### config.mk
export PLATFORM = sky130hd
export DESIGN_NAME = cpu_tick_gen_flat
export DESIGN_NICKNAME = d
export VERILOG_FILES = /design/src/rtl/cpu_tick_gen_pkg.sv /design/src/rtl/cpu_tick_gen_if.sv /design/src/rtl/cpu_tick_gen_nco_chan.sv /design/src/rtl/cpu_tick_gen.sv /design/src/flat_wrapper.sv
export SDC_FILE = /design/constraint.sdc
export NUM_CORES = 1
export LEC_CHECK = 0
export CAP_MARGIN = 20
export CORE_MARGIN = 2
export CORE_UTILIZATION = 26
export DETAILED_ROUTE_END_ITERATION = 6
export GPL_TIMING_DRIVEN = 0
export HOLD_SLACK_MARGIN = 0.03
export SKIP_LAST_GASP = 1
export SYNTH_ARGS = -nofsm -noshare
export SYNTH_HDL_FRONTEND = slang
export SYNTH_HIERARCHICAL = 1
export SYNTH_SLANG_ARGS = --single-unit
### constraint.sdc
create_clock -name clk -period 7.85 [get_ports clk]
set_input_delay 0.785 -clock clk [delete_from_list [all_inputs] [get_ports clk]]
set_output_delay 0.785 -clock clk [all_outputs]
set_load 0.02 [all_outputs]
### src/rtl/cpu_tick_gen_pkg.sv
// Shared defaults and helpers for the cpu_tick_gen clock-enable generator.
package cpu_tick_gen_pkg;

    localparam int CHANNELS_DEF = 2;
    localparam int ACC_W_DEF    = 32;
    localparam int MULT_W_DEF   = 5;
    localparam int PEND_W_DEF   = 4;

    // Channel index width; a single-channel build still needs a 1-bit select.
    function automatic int chan_w(input int n);
        return (n > 1) ? $clog2(n) : 1;
    endfunction

    // Saturation value of a pending-tick counter of the given width.
    function automatic int pend_max(input int w);
        return (1 << w) - 1;
    endfunction

endpackage

### src/rtl/cpu_tick_gen_if.sv
// Step-configuration write bus: valid/ready handshake carrying channel and step value.
interface cpu_tick_gen_if #(
    parameter int CHAN_W = 1,
    parameter int ACC_W  = 32
);
    logic              cfg_valid;
    logic              cfg_ready;
    logic [CHAN_W-1:0] cfg_chan;
    logic [ACC_W-1:0]  cfg_step;

    modport master (output cfg_valid, output cfg_chan, output cfg_step, input  cfg_ready);
    modport slave  (input  cfg_valid, input  cfg_chan, input  cfg_step, output cfg_ready);
endinterface

### src/rtl/cpu_tick_gen_nco_chan.sv
// One tick channel: NCO phase accumulator, pending-tick counter, sticky overrun and tick strobe.
module cpu_tick_gen_nco_chan
    import cpu_tick_gen_pkg::*;
#(
    parameter int ACC_W  = ACC_W_DEF,
    parameter int MULT_W = MULT_W_DEF,
    parameter int PEND_W = PEND_W_DEF
) (
    input  logic              clk,
    input  logic              rst_n,
    input  logic              load_i,
    input  logic [ACC_W-1:0]  load_step_i,
    input  logic [MULT_W-1:0] mult_i,
    input  logic              run_i,
    input  logic              step_req_i,
    output logic              tick_o,
    output logic              overrun_o
);

    localparam int SUM_W    = ACC_W + MULT_W + 1;
    localparam int OVF_W    = MULT_W + 1;
    localparam int CNT_W    = ((PEND_W > OVF_W) ? PEND_W : OVF_W) + 2;
    localparam int PEND_MAX = pend_max(PEND_W);

    logic [ACC_W-1:0]  acc_q,  acc_d;
    logic [ACC_W-1:0]  step_q, step_d;
    logic [PEND_W-1:0] pend_q, pend_d;
    logic              tick_q, tick_d;
    logic              ovr_q,  ovr_d;

    logic [SUM_W-1:0]  sum_s;
    logic [OVF_W-1:0]  ovf_s;
    logic              stepadd_s;
    logic              drain_s;
    logic [CNT_W-1:0]  pend_raw_s;

    // Next-state: accumulate, count earned ticks, drain one per cycle; a config load overrides all.
    always_comb begin
        sum_s      = SUM_W'(acc_q) + (SUM_W'(step_q) * SUM_W'(mult_i));
        acc_d      = acc_q;
        ovf_s      = '0;
        step_d     = step_q;
        pend_d     = pend_q;
        ovr_d      = ovr_q;
        tick_d     = 1'b0;
        stepadd_s  = step_req_i & ~run_i;
        drain_s    = (pend_q != '0);
        pend_raw_s = '0;
        if (load_i) begin
            step_d = load_step_i;
            acc_d  = '0;
            pend_d = '0;
            ovr_d  = 1'b0;
            tick_d = 1'b0;
        end else begin
            if (run_i) begin
                acc_d = sum_s[ACC_W-1:0];
                ovf_s = sum_s[SUM_W-1:ACC_W];
            end else begin
                acc_d = acc_q;
                ovf_s = '0;
            end
            // Drain is only taken when pending is non-zero, so this never underflows.
            pend_raw_s = CNT_W'(pend_q) + CNT_W'(ovf_s) + CNT_W'(stepadd_s) - CNT_W'(drain_s);
            if (pend_raw_s > CNT_W'(PEND_MAX)) begin
                pend_d = PEND_W'(PEND_MAX);
                ovr_d  = 1'b1;
            end else begin
                pend_d = pend_raw_s[PEND_W-1:0];
                ovr_d  = ovr_q;
            end
            tick_d = drain_s;
        end
    end

    // Channel state registers.
    always_ff @(posedge clk or negedge rst_n) begin
        if (!rst_n) begin
            acc_q  <= '0;
            step_q <= '0;
            pend_q <= '0;
            tick_q <= 1'b0;
            ovr_q  <= 1'b0;
        end else begin
            acc_q  <= acc_d;
            step_q <= step_d;
            pend_q <= pend_d;
            tick_q <= tick_d;
            ovr_q  <= ovr_d;
        end
    end

    assign tick_o    = tick_q;
    assign overrun_o = ovr_q;

endmodule

### src/rtl/cpu_tick_gen.sv
// Multi-channel clock-enable generator: config handshake, per-channel load decode, NCO channels.
module cpu_tick_gen
    import cpu_tick_gen_pkg::*;
#(
    parameter int CHANNELS = CHANNELS_DEF,
    parameter int ACC_W    = ACC_W_DEF,
    parameter int MULT_W   = MULT_W_DEF,
    parameter int PEND_W   = PEND_W_DEF
) (
    input  logic                clk,
    input  logic                rst_n,
    cpu_tick_gen_if.slave       cfg,
    input  logic [MULT_W-1:0]   mult,
    input  logic [CHANNELS-1:0] run,
    input  logic [CHANNELS-1:0] step_req,
    output logic [CHANNELS-1:0] tick,
    output logic [CHANNELS-1:0] overrun
);

    localparam int CHAN_W = chan_w(CHANNELS);

    logic                cfg_ready_q, cfg_ready_d;
    logic                cfg_fire_s;
    logic [CHANNELS-1:0] load_s;

    // Decode an accepted write to a per-channel load strobe; out-of-range channels match nothing.
    always_comb begin
        cfg_ready_d = 1'b1;
        cfg_fire_s  = cfg.cfg_valid & cfg_ready_q;
        load_s      = '0;
        for (int i = 0; i < CHANNELS; i++) begin
            if (cfg_fire_s && (cfg.cfg_chan == CHAN_W'(i))) begin
                load_s[i] = 1'b1;
            end else begin
                load_s[i] = 1'b0;
            end
        end
    end

    // Ready comes up on the first clock after reset release and then stays up.
    always_ff @(posedge clk or negedge rst_n) begin
        if (!rst_n) begin
            cfg_ready_q <= 1'b0;
        end else begin
            cfg_ready_q <= cfg_ready_d;
        end
    end

    assign cfg.cfg_ready = cfg_ready_q;

    for (genvar g = 0; g < CHANNELS; g++) begin : g_chan
        cpu_tick_gen_nco_chan #(
            .ACC_W  (ACC_W),
            .MULT_W (MULT_W),
            .PEND_W (PEND_W)
        ) u_chan (
            .clk         (clk),
            .rst_n       (rst_n),
            .load_i      (load_s[g]),
            .load_step_i (cfg.cfg_step),
            .mult_i      (mult),
            .run_i       (run[g]),
            .step_req_i  (step_req[g]),
            .tick_o      (tick[g]),
            .overrun_o   (overrun[g])
        );
    end

endmodule
### src/flat_wrapper.sv
// flat-port wrapper written by rule: the top's interface ports become plain ports
module cpu_tick_gen_flat import cpu_tick_gen_pkg::*;
#(
    parameter int CHANNELS = CHANNELS_DEF,
    parameter int ACC_W    = ACC_W_DEF,
    parameter int MULT_W   = MULT_W_DEF,
    parameter int PEND_W   = PEND_W_DEF
)
  (clk, rst_n, mult, run, step_req, tick, overrun, cfg_cfg_valid, cfg_cfg_chan, cfg_cfg_step, cfg_cfg_ready);
  cpu_tick_gen_if #(.ACC_W(ACC_W)) cfg_i ();
  input  logic clk;
  input  logic rst_n;
  input  logic [MULT_W-1:0] mult;
  input  logic [CHANNELS-1:0] run;
  input  logic [CHANNELS-1:0] step_req;
  output logic [CHANNELS-1:0] tick;
  output logic [CHANNELS-1:0] overrun;
  input wire logic [$bits(cfg_i.cfg_valid)-1:0] cfg_cfg_valid;
  input wire logic [$bits(cfg_i.cfg_chan)-1:0] cfg_cfg_chan;
  input wire logic [$bits(cfg_i.cfg_step)-1:0] cfg_cfg_step;
  output wire logic [$bits(cfg_i.cfg_ready)-1:0] cfg_cfg_ready;
  assign cfg_i.cfg_valid = cfg_cfg_valid;
  assign cfg_i.cfg_chan = cfg_cfg_chan;
  assign cfg_i.cfg_step = cfg_cfg_step;
  assign cfg_cfg_ready = cfg_i.cfg_ready;
  cpu_tick_gen #(.CHANNELS(CHANNELS), .ACC_W(ACC_W), .MULT_W(MULT_W), .PEND_W(PEND_W)) u_core (.clk(clk), .rst_n(rst_n), .cfg(cfg_i), .mult(mult), .run(run), .step_req(step_req), .tick(tick), .overrun(overrun));
endmodule
# --- Word-level counts from Yosys, hierarchy flattened ---
# Index checks and enable logic that the tools add are counted.
word_totals:
  ff_bits: 141
  in_bits: 45
  wordCells: 57
  out_inout_bits: 5
op_classes:
  n_reduce_logical: 8
  mul: 2
  n_mux: 20
  addsub: 8
  magnitude_cmp: 2
  n_bitwise: 6
op_table:
  columns: ["cell", "count"]
  rows:
  - ["$mux W32", 4]
  - ["$add A32 B37 Y38", 2]
  - ["$mul A32 B5 Y37", 2]
  - ["$mux W6", 4]
  - ["$add A7 B1 Y8", 2]
  - ["$gt A8 B4 Y1 const B", 2]
  - ["$mux W4", 4]
  - ["$sub A8 B1 Y8", 2]
  - ["$add A4 B6 Y7", 2]
  - ["$mux W1", 8]
  - ["$reduce_bool A2 Y1", 4]
  - ["$reduce_bool A4 Y1", 2]
  - ["$and A1 B1 Y1", 3]
  - ["$not A1 Y1", 3]
  - ["$logic_and A1 B1 Y1", 2]

# --- Longest topological paths before layout ---
depth:
  depth_word: 10
  depth_mapped: 29
  depth_no_buf: 27

# --- Cells and area by module ---
# The synthesis kept the hierarchy.
modules_own_cells:
  columns: ["mod", "n_inst", "seq_area_each_um2", "area_per_inst_um2", "cells_each"]
  rows:
  - ["cpu_tick_gen_nco_chan (u_core.g_chan[0].u_chan)", 1, 1751.7, 9148.8, 980]
  - ["cpu_tick_gen_nco_chan (u_core.g_chan[1].u_chan)", 1, 1751.7, 9043.7, 927]
  - ["cpu_tick_gen", 1, 25.0, 45.0, 4]

# --- Worst setup path before layout ---
# Ideal clock, no wire load.
synth_timing:
  path_type: "in2reg"
  startpoint: "input mult[0]"
  endpoint: "register u_core.g_chan[1].u_chan.pend_q[2]"
  n_path_buf: 1
  required_time_ps: 7708
  setup_slack_ps: 1070
  t_arrival_ps: 6638
  path_stages: 27
  setup_time_ps: 142
  path_cell_list: "clkbuf_1 nand2_1 fa_1 inv_1 fa_1 inv_1 fa_1 inv_1 ha_1 a21o_1 a21oi_1 a211oi_2 o211ai_1 nand2_1 o221a_2 o21ai_0 mux2i_1 fa_1 fa_1 a21o_1 a211oi_1 o21ai_0 a2bb2oi_1 nor4b_1 a2bb2oi_1 nor2b_1 a211oi_2"
synth_via:
  elab_chain_len: 10
synth_rtl:
  columns: ["item", "line", "text"]
  rows:
  - ["start: declaration", "flat_wrapper.sv:13", "input logic [MULT_W-1:0] mult;"]
  - ["$mul A32 B5 Y37 *", "cpu_tick_gen_nco_chan.sv:39", "sum_s = SUM_W'(acc_q) + (SUM_W'(step_q) * SUM_W'(mult_i));"]
  - ["$add A32 B37 Y38 *", "cpu_tick_gen_nco_chan.sv:39", null]
  - ["$mux W6 *", "cpu_tick_gen_nco_chan.sv:56", "if (run_i) begin"]
  - ["$mux W6 *", "cpu_tick_gen_nco_chan.sv:49", "if (load_i) begin"]
  - ["$add A4 B6 Y7 *", "cpu_tick_gen_nco_chan.sv:64", "pend_raw_s = CNT_W'(pend_q) + CNT_W'(ovf_s) + CNT_W'(stepadd_s) - CNT_W'(drain_s);"]
  - ["$add A7 B1 Y8 *", "cpu_tick_gen_nco_chan.sv:64", null]
  - ["$sub A8 B1 Y8 *", "cpu_tick_gen_nco_chan.sv:64", null]
  - ["$gt A8 B4 Y1", "cpu_tick_gen_nco_chan.sv:65", "if (pend_raw_s > CNT_W'(PEND_MAX)) begin"]
  - ["$mux W4 *", "cpu_tick_gen_nco_chan.sv:65", null]
  - ["$mux W4 *", "cpu_tick_gen_nco_chan.sv:49", null]
  - ["named net u_core.g_chan[1].u_chan.pend_d[2]", "cpu_tick_gen_nco_chan.sv:27", "logic [PEND_W-1:0] pend_q, pend_d;"]
  - ["end signal: assignment", "cpu_tick_gen_nco_chan.sv:87", "pend_q <= pend_d;"]
  - ["end: declaration", "cpu_tick_gen_nco_chan.sv:27", null]
# The timed path passes the listed nets; every way through them passes the cells marked *. The select of a mux whose other input is x is not followed.
# A chain may end at the register's enable or synchronous reset.

# --- Worst setup path after layout ---
layout_timing:
  startpoint: "input mult[3]"
  endpoint: "register u_core.g_chan[0].u_chan.pend_q[3]"
layout_via:
  elab_chain_len: 10
layout_rtl:
  columns: ["item", "line"]
  rows:
  - ["$mul A32 B5 Y37 *", "cpu_tick_gen_nco_chan.sv:39"]
  - ["$add A32 B37 Y38 *", "cpu_tick_gen_nco_chan.sv:39"]
  - ["$mux W6 *", "cpu_tick_gen_nco_chan.sv:56"]
  - ["$mux W6 *", "cpu_tick_gen_nco_chan.sv:49"]
  - ["$add A4 B6 Y7 *", "cpu_tick_gen_nco_chan.sv:64"]
  - ["$add A7 B1 Y8 *", "cpu_tick_gen_nco_chan.sv:64"]
  - ["$sub A8 B1 Y8 *", "cpu_tick_gen_nco_chan.sv:64"]
  - ["$gt A8 B4 Y1", "cpu_tick_gen_nco_chan.sv:65"]
  - ["$mux W4 *", "cpu_tick_gen_nco_chan.sv:65"]
  - ["$mux W4 *", "cpu_tick_gen_nco_chan.sv:49"]
  - ["named net u_core.g_chan[0].u_chan.pend_d[3]", "cpu_tick_gen_nco_chan.sv:27"]
  - ["end signal: assignment", "cpu_tick_gen_nco_chan.sv:87"]
  - ["end: declaration", "cpu_tick_gen_nco_chan.sv:27"]
# Marked as above.

==> results.sh <==
export IMPL_drc=0
export IMPL_synth_async_reset_ratio=1.00
export IMPL_cp_arrival_ps=7830
export IMPL_nets=2390
export IMPL_crit_fanout=10
export IMPL_rsz0062_at_grt="false"
export IMPL_layout_drive_gt1_share=0.0904
export IMPL_grtUsageMet1=0.215
export IMPL_period_needed_ps=7450
export IMPL_antenna_found_initial=6
export IMPL_maxSlewHeadroom=0.301
export IMPL_dp_slack_ps=-1020
export IMPL_clock_path_buffers=2
export IMPL_dp_hpwl_mm=38.3
export IMPL_clk_pin_slew_ps=60
export IMPL_dr_pass1_iters=5
export IMPL_area_growth_pct=12.9
export IMPL_criticalPathCategory="in -> reg"
export IMPL_drt_total_wl_mm=47.1
export IMPL_synthesis_nets=2322
export IMPL_yosysSeqAreaShare=0.193
export IMPL_grt_ovfl_total=0
export IMPL_synth_top_flop_cell="dfrtp_1"
export IMPL_cts_buffers=17
export IMPL_grt_met3_usage=0.0334
export IMPL_finalSetupTns_ps=0
export IMPL_rows=97
export IMPL_cp_end_kind="flip-flop"
export IMPL_htree_levels=4
export IMPL_grt_pass1_vias=13946
export IMPL_maxCapViolCount=0
export IMPL_cts_tree="yes"
export IMPL_nFillCells=7400
export IMPL_required_ps=8230
export IMPL_start_util=0.261
export IMPL_grt_max_degree=105
export IMPL_final_antenna_net_count=0
export IMPL_gp_congestion=0.868
export IMPL_ys_warn_count=6
export IMPL_clk_latency_ps=470
export IMPL_core_um2=69800
export IMPL_synth_edf_count=0
export IMPL_finalHoldViolations=0
export IMPL_chipHeight_um=269
export IMPL_slew_violations=0
export IMPL_grt_util_all_layers=0.139
export IMPL_portBuffers=48
export IMPL_synthCells=1911
export IMPL_status="completed"
export IMPL_postCtsSetupRepairBufs=0
export IMPL_syn_cell_area_um2=18200
export IMPL_io_pins=50
export IMPL_post_route_period_util=0.949
export IMPL_hold_path_class="in -> async"
export IMPL_grt_first_pass_wirelength_mm=77.2
export IMPL_grt_busiest_layer="met1"
export IMPL_critPathLaunchType="input pin"
export IMPL_first_iter_violations=899
export IMPL_die_x_um=269
export IMPL_clock_sinks=141
export IMPL_synth_seq_cells=141
export IMPL_syn_avg_cell_area_um2=9.54
export IMPL_wire_per_inst_um=16.0
export IMPL_fin_ws_ps=397
export IMPL_dieArea_um2=72300
export IMPL_root_buffer="clkbuf_16"
export IMPL_globalRouteMet2Util=0.193
export IMPL_clock_skew_ps=9.45
export IMPL_synth_distinct_cells=90
export IMPL_vias=13580
export IMPL_routed_via_density=4.62
export IMPL_clock_fmax_ghz=0.134
export IMPL_finalSetupViolCount=0
export IMPL_tightest_slew_ps=1040
-- sequential cells by signal (all words and copies together), names as in the netlist --
name,cells
u_core/g_chan.u_chan/pend_q,8
u_core/g_chan.u_chan/tick_o,2
u_core/cfg.cfg_ready,1
u_core/g_chan.u_chan/step_q,64
u_core/g_chan.u_chan/acc_q,64
u_core/g_chan.u_chan/overrun_o,2
-- layout by cell type, fill, tap and decap left out, types with 17 or more instances in the layout --
cell type        count
a21o_1              45
a21oi_1             75
a31oi_1             18
and2_1             270
clkbuf_1            27
clkbuf_16           17
clkbuf_2            27
clkdlybuf4s50_1     42
dfrtp_1            141
fa_1               248
ha_1               118
inv_1              287
mux2_2              71
mux2i_1             38
nand2_1            121
nand3_1             25
nor2_1              80
nor3_1              25
o21ai_0             44
xnor2_1             28
-- path summary, 6_finish.rpt --
path                       slack [ps]                                 to                                from  cells after the start
max in group asynchronous        6730  u_core/g_chan[0].u_chan/pend_q[3]                               rst_n                      2
min in group clk                  530   u_core/g_chan[1].u_chan/acc_q[4]    u_core/g_chan[1].u_chan/acc_q[4]                      2
hold / removal                    220   u_core/g_chan[1].u_chan/acc_q[0]                               rst_n                      1
setup / recovery                  400  u_core/g_chan[0].u_chan/pend_q[3]                             mult[3]                     26
setup reg to reg                  980  u_core/g_chan[1].u_chan/pend_q[3]  u_core/g_chan[1].u_chan/step_q[11]                     26
hold reg to reg                   530   u_core/g_chan[1].u_chan/acc_q[4]    u_core/g_chan[1].u_chan/acc_q[4]                      2
-- critical path, stage by stage --
cell,delay [ps]
clkbuf_2,260
clkbuf_1,480
and2_1,240
fa_1,450
fa_1,550
inv_1,60
fa_1,530
inv_1,40
ha_1,350
and3_1,280
nor3b_1,170
o211ai_1,330
nand4b_1,250
a21boi_0,350
o21ai_0,220
a21boi_0,230
mux2_2,370
ha_1,270
inv_1,60
ha_1,290
a21o_1,150
a21oi_1,210
o21bai_1,100
a21oi_1,200
mux2_2,410
a31oi_1,180
-- cell type report --
class | count | area, um^2 | share of cell area
repair buffers | 49 | 488 | 0.0237
well taps | 940 | 1180 | 0.0571
plain buffers | 68 | 324 | 0.0157
clock inverters | 15 | 184 | 0.00893
flip-flops and latches | 141 | 3530 | 0.171
diodes | 8 | 20.0 | 0.000972
multi-input cells | 1414 | 13400 | 0.649
inverters | 288 | 1080 | 0.0525
clock buffers | 17 | 425 | 0.0207
-- per-stage QoR --
step                      instance area (um^2)  std cells  utilization  hold WS, ps
after floorplan                          18200       1911            -          484
after global placement                   19900       2899        0.285          501
after detailed placement                 19900       2900        0.286          511
after CTS                                20600       2932        0.295          202
after global routing                     20600       2933        0.295          223
final                                    20600       2940        0.295          216
-- logic make-up (layout without fill, tap and decap cells) --
logic type,Yosys count,count (layout),synth area share
flip-flops,141,141,0.193
multiplexers,112,112,0.0670
buffers and inverters,356,437,0.0751
adder cells (fa/ha/maj),366,366,0.353
AND/OR/NAND/NOR,604,604,0.180
AO/OA/AOI/OAI,289,289,0.111
other,1,9,0.000206
XOR/XNOR,42,42,0.0202
-- Yosys cell counts, drive strengths merged (12+ instances only) --
cell type | number | share of area
ha | 118 | 0.081
inv | 287 | 0.059
dfrtp | 141 | 0.19
buf | 13 | 0.0038
xnor2 | 28 | 0.013
clkbuf | 55 | 0.012
nand2 | 121 | 0.025
and2 | 270 | 0.093
nor3 | 27 | 0.0080
a21o | 46 | 0.019
fa | 248 | 0.27
xor2 | 14 | 0.0067
a211oi | 18 | 0.010
a21oi | 77 | 0.022
o21ai | 53 | 0.015
nor2 | 81 | 0.017
nand3 | 25 | 0.0069
mux2 | 74 | 0.046
nand2b | 12 | 0.0041
nand4 | 12 | 0.0045
a31oi | 18 | 0.0062
mux2i | 38 | 0.021
-- timing repair --
| action | in CTS | in global routing |
|---|---|---|
| hold buffers | 0 | 0 |
| setup endpoints to repair | 10 | 10 |
| resized for setup | 28 | 32 |
-- metal layers --
metal  part of all wire  vias to the layer above
met3              0.070                       32
met1               0.52                     6861
met5            0.00098                        -
li1                   -                     6360
met2               0.40                      317
met4             0.0073                       10
Power is left out: the tool's default activity adds up to more than one toggle a clock period on the data nets, which glitch-free logic cannot reach.
